$ cat config.mk
export PLATFORM = sky130hd
export DESIGN_NAME = sha256_compress
export DESIGN_NICKNAME = d
export VERILOG_FILES = /design/src/rtl/sha256_compress.sv
export SDC_FILE = /design/constraint.sdc
export NUM_CORES = 2
export LEC_CHECK = 0
export BUFFER_PORTS_ARGS = -buffer_cell sky130_fd_sc_hd__buf_2
export CORE_UTILIZATION = 55
export DETAILED_ROUTE_END_ITERATION = 8
export GPL_ROUTABILITY_DRIVEN = 0
export GPL_TIMING_DRIVEN = 0
export PLACE_DENSITY = 0.75
export REMOVE_ABC_BUFFERS = 1
export SLEW_MARGIN = 10
export SYNTH_ARGS = -nofsm -noshare
export SYNTH_HDL_FRONTEND = slang
export SYNTH_SLANG_ARGS = --single-unit
export TNS_END_PERCENT = 20
$ cat constraint.sdc
create_clock -name clk -period 8 [get_ports clk]
set_input_delay 1.6 -clock clk [delete_from_list [all_inputs] [get_ports clk]]
set_output_delay 1.6 -clock clk [all_outputs]
set_load 0.1 [all_outputs]
$ cat src/rtl/sha256_compress.sv
// Iterative SHA-256 compression engine: one round per accepted schedule word, feed-forward add, done pulse.
// Optional `define SHA256_COMPRESS_ABORT_EN adds an abort input that drops a running block.
package sigma_functions;
  function automatic logic [31:0] upper_sigma_zero(input logic [31:0] x);
    return {x[1:0], x[31:2]} ^ {x[12:0], x[31:13]} ^ {x[21:0], x[31:22]};
  endfunction

  function automatic logic [31:0] upper_sigma_one(input logic [31:0] x);
    return {x[5:0], x[31:6]} ^ {x[10:0], x[31:11]} ^ {x[24:0], x[31:25]};
  endfunction
endpackage

module sha256_compress #(
  parameter int NUM_ROUNDS = 64,
  parameter int CNT_W      = 6
) (
  input  logic         clk,
  input  logic         rst,
  input  logic         start,
  input  logic [0:255] hash_in,
  input  logic [0:31]  w_word,
  input  logic         w_valid,
  output logic         w_ready,
  output logic [0:255] digest,
  output logic         done,
  output logic         busy
`ifdef SHA256_COMPRESS_ABORT_EN
  ,
  input  logic         abort
`endif
);

  typedef enum logic [1:0] {S_IDLE, S_ROUND, S_FINAL} state_e;

  localparam logic [CNT_W-1:0] LAST_T = CNT_W'(NUM_ROUNDS - 1);

  localparam logic [31:0] K_TAB [64] = '{
    32'h428a2f98, 32'h71374491, 32'hb5c0fbcf, 32'he9b5dba5, 32'h3956c25b, 32'h59f111f1, 32'h923f82a4, 32'hab1c5ed5,
    32'hd807aa98, 32'h12835b01, 32'h243185be, 32'h550c7dc3, 32'h72be5d74, 32'h80deb1fe, 32'h9bdc06a7, 32'hc19bf174,
    32'he49b69c1, 32'hefbe4786, 32'h0fc19dc6, 32'h240ca1cc, 32'h2de92c6f, 32'h4a7484aa, 32'h5cb0a9dc, 32'h76f988da,
    32'h983e5152, 32'ha831c66d, 32'hb00327c8, 32'hbf597fc7, 32'hc6e00bf3, 32'hd5a79147, 32'h06ca6351, 32'h14292967,
    32'h27b70a85, 32'h2e1b2138, 32'h4d2c6dfc, 32'h53380d13, 32'h650a7354, 32'h766a0abb, 32'h81c2c92e, 32'h92722c85,
    32'ha2bfe8a1, 32'ha81a664b, 32'hc24b8b70, 32'hc76c51a3, 32'hd192e819, 32'hd6990624, 32'hf40e3585, 32'h106aa070,
    32'h19a4c116, 32'h1e376c08, 32'h2748774c, 32'h34b0bcb5, 32'h391c0cb3, 32'h4ed8aa4a, 32'h5b9cca4f, 32'h682e6ff3,
    32'h748f82ee, 32'h78a5636f, 32'h84c87814, 32'h8cc70208, 32'h90befffa, 32'ha4506ceb, 32'hbef9a3f7, 32'hc67178f2
  };

  state_e           state_q, state_d;
  logic [CNT_W-1:0] t_q;
  logic [0:255]     hash_q;
  logic [0:255]     digest_q;
  logic             done_q;
  logic [31:0]      a_q, b_q, c_q, d_q, e_q, f_q, g_q, h_q;
  logic [31:0]      ch, maj, t1, t2;
  logic             accept;
  logic             abort_hit;

`ifdef SHA256_COMPRESS_ABORT_EN
  assign abort_hit = abort && (state_q != S_IDLE);
`else
  assign abort_hit = 1'b0;
`endif

  assign accept = w_valid && w_ready;
  assign ch     = (e_q & f_q) ^ (~e_q & g_q);
  assign maj    = (a_q & b_q) ^ (a_q & c_q) ^ (b_q & c_q);
  assign t1     = h_q + sigma_functions::upper_sigma_one(e_q) + ch + K_TAB[6'(t_q)] + w_word;
  assign t2     = sigma_functions::upper_sigma_zero(a_q) + maj;

  always_ff @(posedge clk) begin
    if (rst) state_q <= S_IDLE;
    else     state_q <= state_d;
  end

  always_comb begin
    state_d = state_q;
    unique case (state_q)
      S_IDLE:  if (start) state_d = S_ROUND;
      S_ROUND: if (w_valid && t_q == LAST_T) state_d = S_FINAL;
      S_FINAL: state_d = S_IDLE;
      default: state_d = S_IDLE;
    endcase
    if (abort_hit) state_d = S_IDLE;
  end

  // w_ready depends on state only, so there is no w_valid -> w_ready path
  always_comb begin
    w_ready = (state_q == S_ROUND);
    busy    = (state_q != S_IDLE);
  end

  always_ff @(posedge clk) begin
    if (rst) begin
      t_q      <= '0;
      hash_q   <= '0;
      digest_q <= '0;
      done_q   <= 1'b0;
      {a_q, b_q, c_q, d_q, e_q, f_q, g_q, h_q} <= '0;
    end else begin
      done_q <= 1'b0;
      if (abort_hit) begin
        t_q <= '0;
      end else begin
        case (state_q)
          S_IDLE: if (start) begin
            hash_q <= hash_in;
            t_q    <= '0;
            {a_q, b_q, c_q, d_q, e_q, f_q, g_q, h_q} <= hash_in;
          end
          S_ROUND: if (accept) begin
            h_q <= g_q;
            g_q <= f_q;
            f_q <= e_q;
            e_q <= d_q + t1;
            d_q <= c_q;
            c_q <= b_q;
            b_q <= a_q;
            a_q <= t1 + t2;
            t_q <= t_q + 1'b1;
          end
          S_FINAL: begin
            digest_q <= {hash_q[0+:32]   + a_q, hash_q[32+:32]  + b_q,
                         hash_q[64+:32]  + c_q, hash_q[96+:32]  + d_q,
                         hash_q[128+:32] + e_q, hash_q[160+:32] + f_q,
                         hash_q[192+:32] + g_q, hash_q[224+:32] + h_q};
            done_q   <= 1'b1;
            t_q      <= '0;
          end
          default: t_q <= '0;
        endcase
      end
    end
  end

  assign digest = digest_q;
  assign done   = done_q;

endmodule

==> metrics.md <==
| Metric | Value |
|---|---|
| Layout cells sized above 1 | `13.0%` |
| TritonCTS Buffers | `89` |
| Worst slew margin | `11.5%` |
| Gr usage total | `37.9%` |
| Fmax | `125 MHz` |
| Critical Path AT | `8.62 ns` |
| Worst Max-Slew Pin Slew | `1.33 ns` |
| Clock Sinks | `777` |
| Crit Path Max Fanout | `18` |
| Crit end category | `flop` |
| Core ar. | `0.0966 sq mm` |
| Most frequent cell on the critical path | `buf_4` |
| Final setup violation count | `1` |
| Avg Inst Size Synth | `7.59 sq um` |
| Initial Util | `55.5%` |
| DIE AREA | `0.0987 sq mm` |
| Post-synth cell types | `98` |
| Maximum clock insertion buffer count | `3` |
| Ports | `551` |
| Buf/Inv on CP | `10` |
| Crit Path Class | `flop to flop` |
| Place WS | `-1.70 ns` |
| Final worst slack | `-0.00338 ns` |
| Die Y | `314 microns` |
| Post-Syn Area | `0.0536 sq mm` |
| Tcrit/Tclk final | `100%` |
| Run status | `finished with violations` |
| Congestion Overflow GR | `0` |
| First DRT Iteration DRCs | `6,453` |
| Area grow syn2layout | `14.5%` |
| Pin count of the biggest net entering global routing | `142` |
| Initial antenna violation count | `28` |
| Final wirelength | `195,000 microns` |
| DRC Markers | `29` |
| Startpoint Class | `flop` |
| 1st-pass router iterations | `9` |
| RSZ-0062 raised after global routing | `yes` |
| ANT nets after route | `0` |
| Post-DP HPWL | `144,000 microns` |
| Synth async-reset ratio | `0%` |
| Top cell type's share of synthesized area | `29.0%` |
| Clk slew on worst S/H paths | `0.06 ns` |
| Synth Register Bits | `777` |
| First-pass GRT wire length | `293,000 microns` |
| Post-synth top cells | `nand2_1, a21oi_1, dfxtp_1, nor2_1, clkbuf_1` |
| Design area | `0.0614 sq mm` |
| Critical path's slowest cell | `fa_1` |
| Worst hold margin | `0.443 ns` |
| Number of flops mapped to enable cells by yosys | `0` |
| Placed cell area | `0.0574 sq mm` |
| DR vias | `54,400` |
| CTS root buf | `clkbuf_16` |
| Sequential area share after synthesis | `29.0%` |
| Final Hold Viols | `0` |
| Critical Path Max Stage Delay | `0.61 ns` |
| IO Port Bufs | `550` |
| Max Cap Viol | `0` |
| Commonest register cell after synthesis | `dfxtp_1` |
| Leading area contributor after synthesis | `dfxtp_1` |
| Slew Limit Fails | `0` |
| Worst Hold Class | `flop to flop` |
| WP data required | `8.61 ns` |
| Failing checks | `DRC, setup timing` |
| Die width | `314 microns` |
| Top delay family on crit path | `adder cells` |
| Clock skew | `0.0336 ns` |
| NumNets Final | `8,115` |
| Cell with the most instances after synthesis | `nand2_1` |
| Synth warnings | `0` |
| Drt wl/cell | `22.4 microns` |
| Worst skew pair latency | `0.71 ns` |
| H-tree Lvls | `3` |
| Post-cts hold buffer count | `0` |
| Vias in the first global route | `50,900` |
| Synth Instances | `7,066` |
| CTS tree | `done` |
| Via density per instance | `6.26` |
| Synth area leaders | `dfxtp_1, nand2_1, ha_1` |
| Crit path time final | `8.00 ns` |
| R2R setup slack | `-0.003 ns` |
| Final setup TNS | `-0.00338 ns` |
| Row cnt | `114` |
==> through the flow <==
| stage | cells | utilization, % |
|---|---|---|
| 6_report | 8687 | 63.6 |
| 5_1_grt | 8677 | 63.5 |
| 3_5_place_dp | 8472 | 59.5 |
| 3_3_place_gp | 8424 | 58.2 |
| 4_1_cts | 8643 | 62.9 |
| 2_1_floorplan | 6598 | - |
==> worst paths after layout <==
| check | start | end | cells past startpoint |
|---|---|---|---|
| worst max register to register | t_q[0] | a_q[22] | 34 |
| worst max-delay path | t_q[0] | a_q[22] | 34 |
| worst min register to register | digest[226] | digest[226] | 2 |
| worst min-delay path | digest[226] | digest[226] | 2 |
==> timing repair <==
item | CTS | global route
setup buffers | 15 | 20
pin swaps | 3 | 37
resized for setup | 37 | 92
endpoints found under the hold margin | 0 | 0
setup endpoints to repair | 39 | 22
==> metal layers <==
| layer | share of wire (%) | global-route usage, % | up-vias |
|---|---|---|---|
| met3 | 11 | 9.14 | 754 |
| met2 | 44 | 59.1 | 3048 |
| met1 | 37 | 46.0 | 25500 |
| met4 | 7.9 | 26.4 | 12 |
| met5 | 0.042 | 0 | - |
| li1 | - | - | 25100 |
==> tightest hold or removal path: stages (launching register included) <==
cell and delay (ns):
dfxtp_1 0.31, nand2_1 0.05, o21ai_1 0.05
==> logic make-up (layout without fill, tap and decap cells) <==
group                      after synthesis  count (layout)  share of synthesized area (%)
muxes                                   55              55                           1.24
AOI/OAI and AO/OA                     2005            2005                           24.0
xor gates and xnor gates               391             391                           6.41
buffers and inverters                  841            1162                           5.91
and+or+nand+nor                       2493            2493                           19.8
other                                    0              24                              0
adders and majority gates              504             504                           13.6
DFF                                    777             777                           29.0
==> cell usage in the layout, fill, tap and decap left out, drive strengths merged, types with 13 or more instances in the layout <==
cell,count
nand2,1492
a21oi,792
dfxtp,777
buf,633
nor2,492
inv,372
ha,368
o21ai,291
xnor2,258
a311oi,212
a21o,186
fa,133
xor2,132
clkbuf,126
nand3,95
nor3,84
a211oi,81
o21a,64
nand2b,64
a31oi,60
o221ai,55
nor2b,49
o211ai,40
mux2i,37
and3,37
nand4,34
o31ai,32
or3,28
o22ai,25
o21bai,25
or2,25
diode,24
o311ai,22
and2,18
clkinv,18
nor3b,15
o31a,14
nand4b,14
a21boi,13
==> cell type report <==
class                           instances  area (sq um)
Timing Repair Buffer                  633          4200
Antenna cell                           24          60.1
Multi-Input combinational cell       5448         35500
Sequential cell                       777         15600
Clock buffer                          126          2620
Clock inverter                         30           410
Inverter                              373          1420
Fill cell                            8389         35200
Tap cell                             1276          1600
Power is not shown: default switching activity piles up to over one toggle a cycle in this logic, so the estimate is an artifact.
